### config.mk
export PLATFORM = sky130hd
export DESIGN_NAME = sw_debounce
export DESIGN_NICKNAME = d
export VERILOG_FILES = /design/src/rtl/sw_debounce.sv
export SDC_FILE = /design/constraint.sdc
export NUM_CORES = 1
export LEC_CHECK = 0
export ABC_AREA = 1
export CAP_MARGIN = 20
export CORE_AREA = 2 2 85 87
export DETAILED_ROUTE_END_ITERATION = 16
export DIE_AREA = 0 0 87 89
export GPL_ROUTABILITY_DRIVEN = 0
export PLACE_DENSITY = 0.63
export REMOVE_ABC_BUFFERS = 1
export SYNTH_ARGS = -nofsm -noshare
export SYNTH_HDL_FRONTEND = slang
export SYNTH_SLANG_ARGS = --single-unit
### constraint.sdc
create_clock -name clk -period 4.1 [get_ports clk]
set_clock_uncertainty 0.15 [all_clocks]
set_input_delay 0.615 -clock clk [delete_from_list [all_inputs] [get_ports clk]]
set_output_delay 0.615 -clock clk [all_outputs]
set_load 0.1 [all_outputs]
### src/rtl/sw_debounce.sv
// Switch-input conditioner: per-bit synchronizer, stability counter and
// registered rise/fall pulses producing the clean sw_in vector.
module sw_debounce #(
   parameter int unsigned WIDTH         = 8,
   parameter int unsigned SYNC_STAGES   = 2,
   parameter int unsigned STABLE_CYCLES = 16
) (
   input  logic             clk,
   input  logic             rst_n,
   input  logic [WIDTH-1:0] sw_raw,
   output logic [WIDTH-1:0] sw_in,
   output logic [WIDTH-1:0] sw_rise,
   output logic [WIDTH-1:0] sw_fall,
   output logic             sw_changed
);

   localparam int unsigned     CNT_W    = $clog2(STABLE_CYCLES + 1);
   localparam logic [CNT_W-1:0] CNT_LAST = CNT_W'(STABLE_CYCLES - 1);

   generate
      if (WIDTH < 1) begin : g_bad_width
         $error("sw_debounce: WIDTH must be >= 1");
      end
      if (SYNC_STAGES < 2) begin : g_bad_sync
         $error("sw_debounce: SYNC_STAGES must be >= 2");
      end
      if (STABLE_CYCLES < 1) begin : g_bad_stable
         $error("sw_debounce: STABLE_CYCLES must be >= 1");
      end
   endgenerate

   logic [WIDTH-1:0] sync_q [SYNC_STAGES];
   logic [WIDTH-1:0] sync_s;

   logic [CNT_W-1:0] cnt_q [WIDTH];
   logic [CNT_W-1:0] cnt_d [WIDTH];
   logic [WIDTH-1:0] flip_d;

   logic [WIDTH-1:0] sw_in_q,   sw_in_d;
   logic [WIDTH-1:0] sw_rise_q, sw_rise_d;
   logic [WIDTH-1:0] sw_fall_q, sw_fall_d;
   logic             sw_changed_q, sw_changed_d;

   // NOTE: the whole synchronizer array is reset so sw_in cannot flip on stale
   // pre-reset samples; every flop here is state, so <= is used throughout.
   always_ff @(posedge clk or negedge rst_n) begin
      if (!rst_n) begin
         for (int k = 0; k < SYNC_STAGES; k++) begin
            sync_q[k] <= '0;
         end
      end else begin
         sync_q[0] <= sw_raw;
         for (int k = 1; k < SYNC_STAGES; k++) begin
            sync_q[k] <= sync_q[k-1];
         end
      end
   end

   assign sync_s = sync_q[SYNC_STAGES-1];

   // NOTE: defaults first so no path through this block leaves a latch.
   always_comb begin
      flip_d = '0;
      for (int i = 0; i < WIDTH; i++) begin
         cnt_d[i] = '0;
         if (sync_s[i] != sw_in_q[i]) begin
            if (cnt_q[i] == CNT_LAST) begin
               flip_d[i] = 1'b1;
            end else begin
               cnt_d[i] = cnt_q[i] + CNT_W'(1);
            end
         end
      end
      sw_in_d      = sw_in_q ^ flip_d;
      sw_rise_d    = flip_d & sync_s;
      sw_fall_d    = flip_d & ~sync_s;
      sw_changed_d = |flip_d;
   end

   always_ff @(posedge clk or negedge rst_n) begin
      if (!rst_n) begin
         for (int i = 0; i < WIDTH; i++) begin
            cnt_q[i] <= '0;
         end
         sw_in_q      <= '0;
         sw_rise_q    <= '0;
         sw_fall_q    <= '0;
         sw_changed_q <= 1'b0;
      end else begin
         for (int i = 0; i < WIDTH; i++) begin
            cnt_q[i] <= cnt_d[i];
         end
         sw_in_q      <= sw_in_d;
         sw_rise_q    <= sw_rise_d;
         sw_fall_q    <= sw_fall_d;
         sw_changed_q <= sw_changed_d;
      end
   end

   assign sw_in      = sw_in_q;
   assign sw_rise    = sw_rise_q;
   assign sw_fall    = sw_fall_q;
   assign sw_changed = sw_changed_q;

endmodule

==> results of run 1 <==
cells by family after synthesis:
group | after synthesis | synth area share, %
adders and majority gates | 8 | 3.347
DFF | 81 | 67.78
AOI/OAI and AO/OA | 26 | 4.351
xor gates and xnor gates | 12 | 4.017
buffers and inverters | 27 | 3.389
and+or+nand+nor | 123 | 17.11
cell type report:
| cell class | instances | area [µm²] | share of cell area [%] |
|---|---|---|---|
| Sequential cell | 81 | 2027 | 55.23 |
| Multi-Input combinational cell | 169 | 862.1 | 23.49 |
| Timing Repair Buffer | 36 | 375.4 | 10.23 |
| Clock buffer | 13 | 138.9 | 3.785 |
| Inverter | 27 | 101.3 | 2.762 |
| Tap cell | 80 | 100.1 | 2.728 |
| Clock inverter | 3 | 65.06 | 1.773 |
per-layer routing:
metal	routed length [µm]	vias up
met3	180	10
met5	0	-
met2	2014	36
li1	-	967
met1	2327	901
met4	129	0
Yosys cell counts:
| master | n | area [µm²] |
|---|---|---|
| xnor2_1 | 2 | 17.52 |
| nand2_1 | 48 | 180.2 |
| and3_1 | 4 | 25.02 |
| o21ai_0 | 15 | 75.07 |
| xor2_1 | 8 | 70.07 |
| dfrtp_1 | 81 | 2027 |
| ha_1 | 8 | 100.1 |
| nand3_2 | 1 | 10.01 |
| a21oi_1 | 7 | 35.03 |
| inv_1 | 27 | 101.4 |
| nor2_1 | 49 | 183.9 |
| nor2_2 | 6 | 37.54 |
| nand3_1 | 15 | 75.07 |
| xor2_2 | 2 | 32.53 |
| o21ai_1 | 4 | 20.02 |
flip-flops by register name, summed over array words and instances, names as in the netlist, named ones only:
name	cells
cnt_q	40
sw_changed	1
sw_fall	8
sw_rise	8
sync_q	8
sync_s	8
power groups by stage:
stage / registers, W / clock network [W] / logic (W)
floorplan: 0.000856 / 0 / 0.0000369
global placement: 0.000859 / 0 / 0.0000674
detailed placement: 0.000860 / 0 / 0.0000688
CTS: 0.000844 / 0.000627 / 0.0000690
global route: 0.000848 / 0.000662 / 0.0000849
finish: 0.000844 / 0.000603 / 0.0000709
stage by stage:
| stage | area [µm²] | hold WS (ns) | worst slack [ns] | util (%) |
|---|---|---|---|---|
| 6_report | 3670 | 0.1992 | 1.433 | 54.62 |
| 5_1_grt | 3670 | 0.2099 | 1.361 | 54.62 |
| 4_1_cts | 3632 | 0.2018 | 1.398 | 54.06 |
| 3_5_place_dp | 3428 | 0.1847 | 1.779 | 51.02 |
| 3_3_place_gp | 3428 | 0.1825 | 1.807 | 51.02 |
| 2_1_floorplan | 2990 | 0.1694 | 2.349 | - |
path summary, 6_finish.rpt:
path                       startpoint         end  slack (ns)  cells after the start
max in group asynchronous       rst_n  sync_q[14]        2.68                      3
hold / removal             sync_q[12]   sync_s[4]        0.20                      0
setup / recovery             register    sw_in[2]        1.43                      1
setup reg to reg            cnt_q[20]  sw_changed        2.58                      7
hold reg to reg            sync_q[12]   sync_s[4]        0.20                      0
min in group asynchronous       rst_n   cnt_q[27]        0.54                      2
repair_timing:
action | CTS | global route
buffers inserted | 0 | 0
endpoints found under the hold margin | 0 | 16
hold buffers | 0 | 1
==> flow_metrics.env, run 1 <==
export IMPL_cp_slowest_cell="clkdlybuf4s50_1"
export IMPL_crit_type="reg2out"
export IMPL_fin_crit_sh_pct=65.06
export IMPL_n_antenna_cell=0
export IMPL_grt_busiest_layer="met2"
export IMPL_status="complete, no violations"
export IMPL_seqPwrFrac_pct=55.6
export IMPL_required_ns=3.34
export IMPL_timing_fmax_mhz=374.9
export IMPL_critPathMaxFanout=3
export IMPL_wl_mm=4.651
export IMPL_critPathTopFamily="buffers and inverters"
export IMPL_vias=1914
export IMPL_intPower_w=0.001198
export IMPL_syn_area_um2=2990
export IMPL_cts_buffers=9
export IMPL_slew_violations=0
export IMPL_fp_dieW_um=87
export IMPL_cts_sinks=81
export IMPL_final_antenna_net_count=0
export IMPL_maxCapViolations=0
export IMPL_fill_cells=569
export IMPL_cts_tree="built"
export IMPL_max_stage_delay_ns=1.16
export IMPL_final_nets=342
export IMPL_switching_power_w=0.0003202
export IMPL_grt_pass1_wl_mm=8.169
export IMPL_arrival_ns=1.90
export IMPL_die_area_um2=7743
export IMPL_port_buffers=34
export IMPL_p_per_area_nw_per_um2=413.6
export IMPL_p_leak_nw=1.828
export IMPL_period_needed_ns=2.667
export IMPL_start_util_pct=44.51
export IMPL_cp_cell_sequence="clkdlybuf4s50_1"
export IMPL_syn_to_final_growth_pct=22.72
export IMPL_synthDistinctLibCells=15
export IMPL_avgSynthCellArea_um2=10.80
export IMPL_cts_resized_gates=0
export IMPL_grt_setup_unrepaired="false"
export IMPL_p_clk_share_pct=39.7
export IMPL_grt_pass1_vias=1925
export IMPL_cp_start_kind="register"
export IMPL_synth_seq_area_share_pct=67.78
export IMPL_grt_overflow=0
export IMPL_synth_seq_cells=81
export IMPL_tns_ns=0
export IMPL_clock_latency_ns=0.33
export IMPL_ir_drop_uv=195.2
export IMPL_clockBufferDepth=2
export IMPL_finalHoldViolations=0
export IMPL_p_total_w=0.001518
export IMPL_final_cells=409
export IMPL_grt_usage_pct=13.97
export IMPL_htreeDepth=3
export IMPL_drc=0
export IMPL_netlist_instances=277
export IMPL_grt_max_degree=82
export IMPL_final_cell_mix="dfrtp_1, nor2_1, nand2_1"
export IMPL_grtUsageMet3_pct=3.232
export IMPL_num_rows=30
export IMPL_relSlewSlack_pct=33.82
export IMPL_final_common_cell="dfrtp_1"
export IMPL_drt_vias_per_instance=4.680
export IMPL_endpoint_kind="output port"
export IMPL_coreArea_um2=6719
export IMPL_antenna_found_initial=0
export IMPL_dr_pass1_iters=4
export IMPL_hold_class="reg2reg"
export IMPL_pwr_share_comb_pct=4.7
export IMPL_worst_pin_slew_ns=0.9896
export IMPL_crit_buf_inv=1
export IMPL_drtIter0Drc=63
export IMPL_clockRootBuffer="clkbuf_8"
export IMPL_gr_usage_met2_pct=21.58
export IMPL_wl_per_cell_um=11.37
export IMPL_setup_viol=0
export IMPL_clk_pin_slew_ns=0.07
export IMPL_swShare_pct=21.10
export IMPL_ios=35
export IMPL_dpl_hpwl_mm=3.120
export IMPL_fp_dieH_um=89
export IMPL_grtUsageMet1_pct=17.65
export IMPL_dp_cells=391
export IMPL_synth_warnings=0
export IMPL_final_layout_size_suffix_gt1_share_pct=6.991
Power figures use the tool's default switching activity.
==> run 2: changes to the inputs <==
==> constraint.sdc (replaced) <==
create_clock -name clk -period 2.73 [get_ports clk]
set_clock_uncertainty 0.15 [all_clocks]
set_input_delay 0.4095 -clock clk [delete_from_list [all_inputs] [get_ports clk]]
set_output_delay 0.4095 -clock clk [all_outputs]
set_load 0.1 [all_outputs]
==> run 2 against run 1 <==
Worst setup slack got worse by 0.35 ns. Wire length decreased by 1.5%. Register-to-register slack got worse by 1.3 ns. Sequential power grew 50%. Final cell count unchanged. Clock-buffer cell count rose by 1. Critical path depth unchanged. Clock power grew 47%.
==> flow_metrics.env, run 2 (synthesized netlist as in run 1, its figures left out) <==
export IMPL_status="complete, no violations"
export IMPL_drt_vias_per_instance=4.621
export IMPL_relSlewSlack_pct=58.15
export IMPL_max_stage_delay_ns=0.43
export IMPL_wl_mm=4.581
export IMPL_grt_max_degree=51
export IMPL_grt_usage_pct=13.64
export IMPL_cts_tree="built"
export IMPL_clock_latency_ns=0.34
export IMPL_htreeDepth=3
export IMPL_clk_pin_slew_ns=0.08
export IMPL_final_layout_size_suffix_gt1_share_pct=15.20
export IMPL_hold_class="reg2reg"
export IMPL_setup_viol=0
export IMPL_grt_pass1_vias=1788
export IMPL_crit_buf_inv=1
export IMPL_syn_to_final_growth_pct=20.50
export IMPL_endpoint_kind="output port"
export IMPL_hold_worst_slack_ns=0.2009
export IMPL_cts_buffers=9
export IMPL_largest_reg_flops=40
export IMPL_period_needed_ns=1.652
export IMPL_drtIter0Drc=124
export IMPL_vias=1890
export IMPL_fin_crit_sh_pct=60.50
export IMPL_coreArea_um2=6719
export IMPL_cp_slowest_cell="dfrtp_1"
export IMPL_p_leak_nw=1.882
export IMPL_clockBufferDepth=2
export IMPL_p_clk_share_pct=39.2
export IMPL_critPathMaxFanout=3
export IMPL_antenna_found_initial=0
export IMPL_largest_register="cnt_q"
export IMPL_grt_overflow=0
export IMPL_start_util_pct=44.51
export IMPL_final_cell_mix="dfrtp_1, nor2_1, nand2_1"
export IMPL_final_nets=342
export IMPL_dpl_hpwl_mm=3.185
export IMPL_wl_per_cell_um=11.20
export IMPL_slew_violations=0
export IMPL_final_antenna_net_count=0
export IMPL_tns_ns=0
export IMPL_final_common_cell="dfrtp_1"
export IMPL_fp_dieH_um=89
export IMPL_cp_cell_sequence="buf_4"
export IMPL_num_rows=30
export IMPL_p_per_area_nw_per_um2=626.5
export IMPL_timing_fmax_mhz=605.5
export IMPL_drc=0
export IMPL_maxCapViolations=0
export IMPL_required_ns=2.17
export IMPL_cts_sinks=81
export IMPL_switching_power_w=0.0004782
export IMPL_r2r_slack_ns=1.26
export IMPL_die_area_um2=7743
export IMPL_worst_pin_slew_ns=0.6277
export IMPL_arrival_ns=1.09
export IMPL_clockRootBuffer="clkbuf_8"
export IMPL_seqPwrFrac_pct=56.2
export IMPL_pwr_share_comb_pct=4.7
export IMPL_n_antenna_cell=0
export IMPL_ios=35
export IMPL_dr_pass1_iters=4
export IMPL_grt_pass1_wl_mm=7.817
export IMPL_finalHoldViolations=0
export IMPL_cp_start_kind="register"
export IMPL_ir_drop_uv=357.2
export IMPL_port_buffers=34
export IMPL_critPathTopFamily="flip-flops"
export IMPL_grt_setup_unrepaired="false"
export IMPL_intPower_w=0.001779
export IMPL_fp_dieW_um=87
export IMPL_crit_type="reg2out"
export IMPL_swShare_pct=21.18
-- run 2: changes by cell type in the layout (fill, tap and decap cells not counted) --
cell / before / now
buf_16: 1 / 0
bufinv_16: 2 / 1
clkbuf_8: 9 / 12
clkbuf_1: 4 / 2
buf_4: 1 / 26
clkdlybuf4s50_1: 33 / 8
buf_12: 0 / 1
-- run 2: path summary, 6_finish.rpt --
path                                 start    endpoint  cells after the start
worst max-delay path              register    sw_in[2]                      1
worst min-delay path            sync_q[14]   sync_s[6]                      0
worst max register to register   cnt_q[20]  sw_changed                      7
worst min register to register  sync_q[14]   sync_s[6]                      0
max in group asynchronous            rst_n   sync_s[7]                      3
min in group asynchronous            rst_n   cnt_q[28]                      2
-- run 2: metal layers --
layer / global-route usage [%] / vias to the layer above / part of all wire [%]
met5: 0 / - / 0
li1: - / 959 / -
met4: 5.114 / 0 / 1.2
met2: 21.03 / 41 / 45
met1: 16.64 / 882 / 48
met3: 6.741 / 8 / 6.0
-- run 2: power by group through the flow --
| stage | clock network [W] | registers [W] | logic, W |
|---|---|---|---|
| after floorplan | 0 | 0.00129 | 0.0000555 |
| after global placement | 0 | 0.00129 | 0.000105 |
| after detailed placement | 0 | 0.00129 | 0.000109 |
| after CTS | 0.000921 | 0.00127 | 0.000110 |
| after global routing | 0.000975 | 0.00127 | 0.000125 |
| final | 0.000884 | 0.00127 | 0.000106 |
-- run 2: stage by stage --
step	setup WS (ns)	instances	power [W]	utilization (%)	cell area, µm²
after CTS	1.048	409	0.002299	53.63	3603
after global placement	1.271	392	0.001394	50.39	3386
after global routing	1.024	409	0.002375	53.63	3603
final	1.078	409	0.002257	53.63	3603
after detailed placement	1.250	392	0.001400	50.39	3386
after floorplan	0.9789	277	0.001342	-	2990
-- run 2: area by class of cell --
type	count	area (µm²)
multi-input combinational	169	862.1
sequential	81	2027
tap	80	100.1
clock buffer	14	172.7
timing repair buffer	36	305.3
fill	597	3115
clock inverter	2	35.03
inverter	27	101.3
-- run 2: timing repair --
action,4_1_cts,5_1_grt
buffers inserted,0,0
hold buffers,1,0
hold endpoints to repair,49,0
gates resized for setup,0,0
